<file path="src/rtl/bus_arb_pkg.sv">
// rtl/bus_arb_pkg.sv - shared state encoding and constants for bus_arbiter
//
// Purpose: types and constants imported by the arbiter and its bench.
// Ports:   none (package).
// Optional feature macro: ARB_TIMEOUT_EN (the constants here are always present).

package bus_arb_pkg;

  // Arbiter phases: wait for a request, own the bus for one transaction,
  // then one dead cycle so a registered ready cannot leak into the next grant.
  typedef enum logic [1:0] {
    IDLE  = 2'd0,
    GRANT = 2'd1,
    TURN  = 2'd2
  } arb_state_e;

  // Read data returned to a requester whose transaction timed out.
  localparam logic [31:0] ARB_ERR_DATA = 32'hDEAD_BEEF;

  // Default number of GRANT cycles without s_ready before aborting.
  localparam int ARB_TIMEOUT_DEFAULT = 255;

  // grant_id width: clog2 of the requester count, never narrower than 1 bit.
  function automatic int idw_for(input int n);
    return (n > 1) ? $clog2(n) : 1;
  endfunction

endpackage

</file>
<file path="src/rtl/bus_arbiter_if.sv">
// rtl/bus_arbiter_if.sv - requester-side and peripheral-side bus bundle for bus_arbiter
//
// Purpose: groups the per-requester request bus and the shared peripheral bus.
// Ports (signals):
//   m_addr/m_wdata [NREQ*32], m_wmask [NREQ*4], m_wen/m_ren [NREQ]  requests
//   m_rdata [32] broadcast read data, m_ready [NREQ] completion pulses
//   s_addr/s_wdata [32], s_wmask [4], s_wen/s_ren                  to peripheral
//   s_rdata [32], s_ready                                           from peripheral
// Modports:
//   slave  - the arbiter's view (serves requesters, drives the peripheral bus)
//   master - the surrounding system's view (requesters plus peripheral)

interface bus_arbiter_if #(
  parameter int NREQ = 2
);

  logic [NREQ*32-1:0] m_addr;
  logic [NREQ*32-1:0] m_wdata;
  logic [NREQ*4-1:0]  m_wmask;
  logic [NREQ-1:0]    m_wen;
  logic [NREQ-1:0]    m_ren;
  logic [31:0]        m_rdata;
  logic [NREQ-1:0]    m_ready;

  logic [31:0]        s_addr;
  logic [31:0]        s_wdata;
  logic [3:0]         s_wmask;
  logic               s_wen;
  logic               s_ren;
  logic [31:0]        s_rdata;
  logic               s_ready;

  modport slave (
    input  m_addr, m_wdata, m_wmask, m_wen, m_ren,
    output m_rdata, m_ready,
    output s_addr, s_wdata, s_wmask, s_wen, s_ren,
    input  s_rdata, s_ready
  );

  modport master (
    output m_addr, m_wdata, m_wmask, m_wen, m_ren,
    input  m_rdata, m_ready,
    input  s_addr, s_wdata, s_wmask, s_wen, s_ren,
    output s_rdata, s_ready
  );

endinterface

</file>
<file path="src/rtl/rr_picker.sv">
// rtl/rr_picker.sv - combinational round-robin requester selection
//
// Purpose: choose the first requesting index after the last served one.
// Ports:
//   req_i  [NREQ] in   request vector
//   last_i [IDW]  in   index served most recently
//   any_o         out  at least one request present
//   idx_o  [IDW]  out  chosen index (searching last+1, last+2, ... mod NREQ)

module rr_picker #(
  parameter int NREQ = 2,
  parameter int IDW  = 1
) (
  input  logic [NREQ-1:0] req_i,
  input  logic [IDW-1:0]  last_i,
  output logic            any_o,
  output logic [IDW-1:0]  idx_o
);

  function automatic logic [IDW-1:0] slot(input logic [IDW-1:0] base, input int k);
    return IDW'((int'(base) + k) % NREQ);
  endfunction

  assign any_o = |req_i;

  // Walk from the farthest candidate to the nearest so the nearest
  // requesting slot after last_i is the final (winning) assignment.
  always_comb begin
    idx_o = '0;
    for (int k = NREQ; k >= 1; k--) begin
      if (req_i[slot(last_i, k)]) begin
        idx_o = slot(last_i, k);
      end
    end
  end

endmodule

</file>
<file path="src/rtl/bus_arbiter.sv">
// rtl/bus_arbiter.sv - round-robin arbiter sharing one peripheral bus between NREQ requesters
//
// Purpose: grants the peripheral bus to one requester per transaction, with a
//          mandatory turnaround cycle after each completion.
// Ports:
//   clk            in   clock, all state on the rising edge
//   rst            in   asynchronous active-high reset
//   bus            -    bus_arbiter_if.slave (requester and peripheral buses)
//   busy           out  high in GRANT or TURN
//   grant_id [IDW] out  current / last granted requester
//   err            out  timeout pulse, coincident with m_ready (ARB_TIMEOUT_EN only)
// Optional feature macro: ARB_TIMEOUT_EN enables the GRANT wait counter,
//   the TIMEOUT abort and the err port. Without it GRANT waits indefinitely.

module bus_arbiter
  import bus_arb_pkg::*;
#(
  parameter int NREQ    = 2,
  parameter int IDW     = idw_for(NREQ),
  parameter int TIMEOUT = ARB_TIMEOUT_DEFAULT
) (
  input  logic           clk,
  input  logic           rst,
  bus_arbiter_if.slave   bus,
  output logic           busy,
  output logic [IDW-1:0] grant_id
`ifdef ARB_TIMEOUT_EN
  ,
  output logic           err
`endif
);

  arb_state_e     state_q;
  logic [IDW-1:0] grant_q;
  logic [IDW-1:0] last_q;
  logic           busy_q;

  logic [NREQ-1:0] req;
  logic            pick_any;
  logic [IDW-1:0]  pick_idx;

  assign req = bus.m_wen | bus.m_ren;

  rr_picker #(
    .NREQ (NREQ),
    .IDW  (IDW)
  ) u_picker (
    .req_i  (req),
    .last_i (last_q),
    .any_o  (pick_any),
    .idx_o  (pick_idx)
  );

  // Slice of the granted requester.
  logic [31:0] sel_addr;
  logic [31:0] sel_wdata;
  logic [3:0]  sel_wmask;
  logic        sel_wen;
  logic        sel_ren;

  always_comb begin
    sel_addr  = '0;
    sel_wdata = '0;
    sel_wmask = '0;
    sel_wen   = 1'b0;
    sel_ren   = 1'b0;
    for (int i = 0; i < NREQ; i++) begin
      if (grant_q == IDW'(i)) begin
        sel_addr  = bus.m_addr[32*i +: 32];
        sel_wdata = bus.m_wdata[32*i +: 32];
        sel_wmask = bus.m_wmask[4*i +: 4];
        sel_wen   = bus.m_wen[i];
        sel_ren   = bus.m_ren[i];
      end
    end
  end

  logic in_grant;
  logic done_ok;
  logic tmo_hit;
  logic complete;

  assign in_grant = (state_q == GRANT);
  // s_ready is only meaningful in GRANT; in TURN it is the stale registered
  // ready of the transaction just finished and must be ignored.
  assign done_ok  = in_grant && bus.s_ready;

`ifdef ARB_TIMEOUT_EN
  localparam int CW = ($clog2(TIMEOUT + 1) > 8) ? $clog2(TIMEOUT + 1) : 8;
  logic [CW-1:0] cnt_q;

  // A real ready in the same cycle takes precedence over the abort.
  assign tmo_hit = in_grant && !bus.s_ready && (cnt_q == CW'(TIMEOUT));
  assign err     = tmo_hit;
`else
  logic timeout_unused;
  assign timeout_unused = (TIMEOUT == 0);
  assign tmo_hit        = 1'b0;
`endif

  assign complete = done_ok || tmo_hit;

  // Peripheral bus is driven only while granted; a read is dropped when the
  // requester raises both enables, so the write wins.
  assign bus.s_addr  = in_grant ? sel_addr  : 32'h0;
  assign bus.s_wdata = in_grant ? sel_wdata : 32'h0;
  assign bus.s_wmask = in_grant ? sel_wmask : 4'h0;
  assign bus.s_wen   = in_grant && sel_wen;
  assign bus.s_ren   = in_grant && sel_ren && !sel_wen;

  always_comb begin
    bus.m_ready = '0;
    for (int i = 0; i < NREQ; i++) begin
      bus.m_ready[i] = complete && (grant_q == IDW'(i));
    end
  end

  assign bus.m_rdata = done_ok ? bus.s_rdata :
                       tmo_hit ? ARB_ERR_DATA : 32'h0;

  assign busy     = busy_q;
  assign grant_id = grant_q;

  always_ff @(posedge clk or posedge rst) begin
    if (rst) begin
      state_q <= IDLE;
      grant_q <= '0;
      // Pointing at the last slot makes requester 0 the first choice.
      last_q  <= IDW'(NREQ - 1);
      busy_q  <= 1'b0;
`ifdef ARB_TIMEOUT_EN
      cnt_q   <= '0;
`endif
    end else begin
      case (state_q)
        IDLE: begin
          if (pick_any) begin
            grant_q <= pick_idx;
            state_q <= GRANT;
            busy_q  <= 1'b1;
`ifdef ARB_TIMEOUT_EN
            cnt_q   <= '0;
`endif
          end
        end
        GRANT: begin
          if (complete) begin
            last_q  <= grant_q;
            state_q <= TURN;
          end
`ifdef ARB_TIMEOUT_EN
          else begin
            cnt_q <= cnt_q + CW'(1);
          end
`endif
        end
        TURN: begin
          state_q <= IDLE;
          busy_q  <= 1'b0;
        end
        default: begin
          state_q <= IDLE;
          busy_q  <= 1'b0;
        end
      endcase
    end
  end

endmodule

</file>
<file path="src/flat_wrapper.sv">
// flat-port wrapper written by rule: the top's interface ports become plain ports
module bus_arbiter_flat import bus_arb_pkg::*;
#(
  parameter int NREQ    = 2,
  parameter int IDW     = idw_for(NREQ),
  parameter int TIMEOUT = ARB_TIMEOUT_DEFAULT
)
  (clk, rst, busy, grant_id, bus_m_addr, bus_m_wdata, bus_m_wmask, bus_m_wen, bus_m_ren, bus_m_rdata, bus_m_ready, bus_s_addr, bus_s_wdata, bus_s_wmask, bus_s_wen, bus_s_ren, bus_s_rdata, bus_s_ready);
  bus_arbiter_if #(.NREQ(NREQ)) bus_i ();
  input  logic clk;
  input  logic rst;
  output logic busy;
  output logic [IDW-1:0] grant_id;
  input wire logic [$bits(bus_i.m_addr)-1:0] bus_m_addr;
  input wire logic [$bits(bus_i.m_wdata)-1:0] bus_m_wdata;
  input wire logic [$bits(bus_i.m_wmask)-1:0] bus_m_wmask;
  input wire logic [$bits(bus_i.m_wen)-1:0] bus_m_wen;
  input wire logic [$bits(bus_i.m_ren)-1:0] bus_m_ren;
  output wire logic [$bits(bus_i.m_rdata)-1:0] bus_m_rdata;
  output wire logic [$bits(bus_i.m_ready)-1:0] bus_m_ready;
  output wire logic [$bits(bus_i.s_addr)-1:0] bus_s_addr;
  output wire logic [$bits(bus_i.s_wdata)-1:0] bus_s_wdata;
  output wire logic [$bits(bus_i.s_wmask)-1:0] bus_s_wmask;
  output wire logic [$bits(bus_i.s_wen)-1:0] bus_s_wen;
  output wire logic [$bits(bus_i.s_ren)-1:0] bus_s_ren;
  input wire logic [$bits(bus_i.s_rdata)-1:0] bus_s_rdata;
  input wire logic [$bits(bus_i.s_ready)-1:0] bus_s_ready;
  assign bus_i.m_addr = bus_m_addr;
  assign bus_i.m_wdata = bus_m_wdata;
  assign bus_i.m_wmask = bus_m_wmask;
  assign bus_i.m_wen = bus_m_wen;
  assign bus_i.m_ren = bus_m_ren;
  assign bus_m_rdata = bus_i.m_rdata;
  assign bus_m_ready = bus_i.m_ready;
  assign bus_s_addr = bus_i.s_addr;
  assign bus_s_wdata = bus_i.s_wdata;
  assign bus_s_wmask = bus_i.s_wmask;
  assign bus_s_wen = bus_i.s_wen;
  assign bus_s_ren = bus_i.s_ren;
  assign bus_i.s_rdata = bus_s_rdata;
  assign bus_i.s_ready = bus_s_ready;
  bus_arbiter #(.NREQ(NREQ), .IDW(IDW), .TIMEOUT(TIMEOUT)) u_core (.clk(clk), .rst(rst), .bus(bus_i), .busy(busy), .grant_id(grant_id));
endmodule
</file>
<file path="config.mk">
export PLATFORM = sky130hd
export DESIGN_NAME = bus_arbiter_flat
export DESIGN_NICKNAME = d
export VERILOG_FILES = /design/src/rtl/bus_arb_pkg.sv /design/src/rtl/bus_arbiter_if.sv /design/src/rtl/rr_picker.sv /design/src/rtl/bus_arbiter.sv /design/src/flat_wrapper.sv
export SDC_FILE = /design/constraint.sdc
export NUM_CORES = 1
export LEC_CHECK = 0
export ABC_CLOCK_PERIOD_IN_PS = 1100
export CAP_MARGIN = 10
export CORE_AREA = 2 2 110 112
export CTS_BUF_LIST = sky130_fd_sc_hd__clkbuf_2
export DETAILED_ROUTE_END_ITERATION = 12
export DIE_AREA = 0 0 112 114
export DONT_BUFFER_PORTS = 1
export MAX_ROUTING_LAYER = met4
export PLACE_DENSITY = 0.3
export SYNTH_ARGS = -nofsm -noshare
export SYNTH_HDL_FRONTEND = slang
export SYNTH_SLANG_ARGS = --single-unit
</file>
<file path="constraint.sdc">
create_clock -name clk -period 1.1 [get_ports clk]
set_input_delay 0.165 -clock clk [delete_from_list [all_inputs] [get_ports clk]]
set_output_delay 0.165 -clock clk [all_outputs]
set_load 0.1 [all_outputs]
</file>
==> reports/metrics.yaml <==
vias: 2200
synth.area.top_cells: "mux2i_1, nor2_1, and3_1"
crit_fanout: 6
layout_commonest_cell: "buf_12"
gp_congestion: 0.722
reg2reg_depth: 5
synth_area_um2: 1530
skew_ps: 3.86
drcViolationCount: 0
wl_met1_mm: 3.14
cts_buffers: 3
setup_ws_ps: -646
rsz0062_at_grt: "true"
timing.final.crit_share: 1.59
coreArea_um2: 11700
tightest_slew_ps: 290
via_per_inst: 4.48
dieWidth_um: 112
finalHoldViolations: 0
grt_max_degree: 36
ios: 281
fin_area_um2: 5450
slew_headroom: 0.801
r2r_slack_ps: -180
max_clock_freq_ghz: 0.573
drive_gt1_frac: 0.942
die_height_um: 114
min_from: "bus_s_ready"
holdPathStages: 1
cts_max_path_buffers: 2
grt_pass1_vias: 2172
crit_required_ps: 940
drtIter0Drc: 82
dieArea_um2: 12800
synth.largest_area_cell: "mux2i_1"
violations: "setup timing"
setup_viol: 107
cts_root_buf: "clkbuf_2"
fp-row-count: 40
initial_core_util: 0.131
synth_warnings: 0
antenna_cells: 0
final_cell_mix: "buf_12, nor2_4, mux2i_2"
place.port_buffers: 0
dp_hpwl_mm: 6.73
top_layer_used: "met4"
reg2reg_to: "u_core.last_q$_DFFE_PP1P_"
startpoint: "u_core.grant_id$_DFFE_PP0P_"
slew_violations: 0
grt_pass1_wl_mm: 11.5
nets: 520
peakVddDrop_mv: 1.40
arrival_ps: 1580
grt_use_total: 0.115
hold_class: "input port to flop"
reg2reg_from: "u_core.state_q[0]$_DFFE_PP0P_"
nFillCells: 1065
status: "finished, violations left"
syn_avg_cell_area_um2: 6.95
power_density_nw_per_um2: 3160
wl_met2_mm: 5.35
fin_crit_ps: 1750
endpoint_kind: "output port"
ys_seq_area_frac: 0.0827
drt_wl_total_mm: 9.15
p_leak_nw: 2.00
whs_endpoint: "u_core.state_q[0]$_DFFE_PP0P_"
postPlaceCellArea_um2: 4650
fin_tns_setup_ps: -60370
cts.htree.levels: 1
netlist.area_leader.share: 0.452
cts_tree: "built"
ant_nets: 0
syn_inst: 220
start_kind: "flop"
cts_num_sinks: 5
antenna_found_initial: 0
wl_per_cell_um: 18.6
pre_cts_ws_ps: -374
dr.pass1.iters: 3
synthToLayoutAreaGrowth_pct: 256
ys_ff_latch: 5
grt_remaining_overflow: 0
cts.clk_slew.worst_paths_ps: 70
final_util: 0.465
syn-num-nets: 395
clkLatencyLatePin_ps: 240
wl_met3_um: 553
critPathKind: "flop to output port"
drv_cap: 0
ys_types: 20
==> synthesized netlist by cell type, drive strengths merged <==
master   count
clkbuf       4
buf         18
and2b        1
nand2b       1
o21a         1
a21o         1
o21ai        2
nor2        74
inv          4
o32a         1
a21oi        1
dfrtp        4
nand2        2
dfstp        1
o2bb2ai      1
mux2i       69
a211oi       1
or4          1
and3        33
==> area by class of cell <==
class                      instances  area [um2]  share of cell area
clock buffer                       4        20.0             0.00367
inverter                           4        15.0             0.00276
multi-input combinational        189        2340               0.429
sequential                         5         131              0.0241
tap                              147         184              0.0338
timing repair buffer             142        2760               0.507
==> metal layers <==
metal | GRT usage | vias up
li1 | - | 1018
met1 | 0.123 | 1041
met2 | 0.227 | 134
met3 | 0.0112 | 7
met4 | 0.0301 | 0
met5 | - | -
==> timing repair <==
item,in CTS,in global routing
endpoints found under the hold margin,5,0
buffers inserted,7,5
hold buffers,1,0
setup endpoints to repair,106,108
pin swaps,19,10
gates cloned,2,10
resized for setup,54,60
==> cell families after synthesis <==
group / count (synthesis) / synth area share
mux: 69 / 0.452
flops: 5 / 0.0827
simple gates: 112 / 0.338
buf+inv: 26 / 0.0884
compound gates: 8 / 0.0393
==> worst max path at each step <==
stage / end / slack, ps / cells past startpoint
final: bus_s_addr[13] / -650 / 5
after global routing: bus_m_rdata[29] / -680 / 6
after CTS: bus_s_ren / -620 / 5
after floorplan: bus_s_ren / -680 / 3
after detailed placement: bus_s_wdata[26] / -370 / 4
after global placement: bus_s_wdata[26] / -350 / 4
==> per-stage QoR <==
step / hold slack, ps / total power [mW] / instances
floorplan: -57.3 / 10.3 / 220
global placement: -20.6 / 14.6 / 468
detailed placement: -16.9 / 14.7 / 468
CTS: 9.44 / 15.7 / 481
global route: 14.4 / 17.7 / 491
finish: 18.9 / 17.2 / 491
==> sequential cells by signal, summed over array words and instances (netlist names) <==
name,cells
u_core.busy,1
u_core.grant_id,1
u_core.last_q,1
u_core.state_q,2
==> power by group <==
group / switching, mW / leakage (nW) / internal [mW] / total [mW]
clock: 0.0917 / 0.0166 / 0.0963 / 0.188
sequential: 0.0647 / 0.0560 / 0.276 / 0.341
combinational: 9.92 / 1.93 / 6.79 / 16.7
total: 10.1 / 2.00 / 7.17 / 17.2
==> worst max-delay path: stages (launching register included) <==
cell       delay (ps)
dfrtp_4           500
buf_8             150
clkbuf_16         180
mux2i_1           270
nor2_4             60
buf_12            170
No activity file was read; power rests on OpenSTA's default activity.
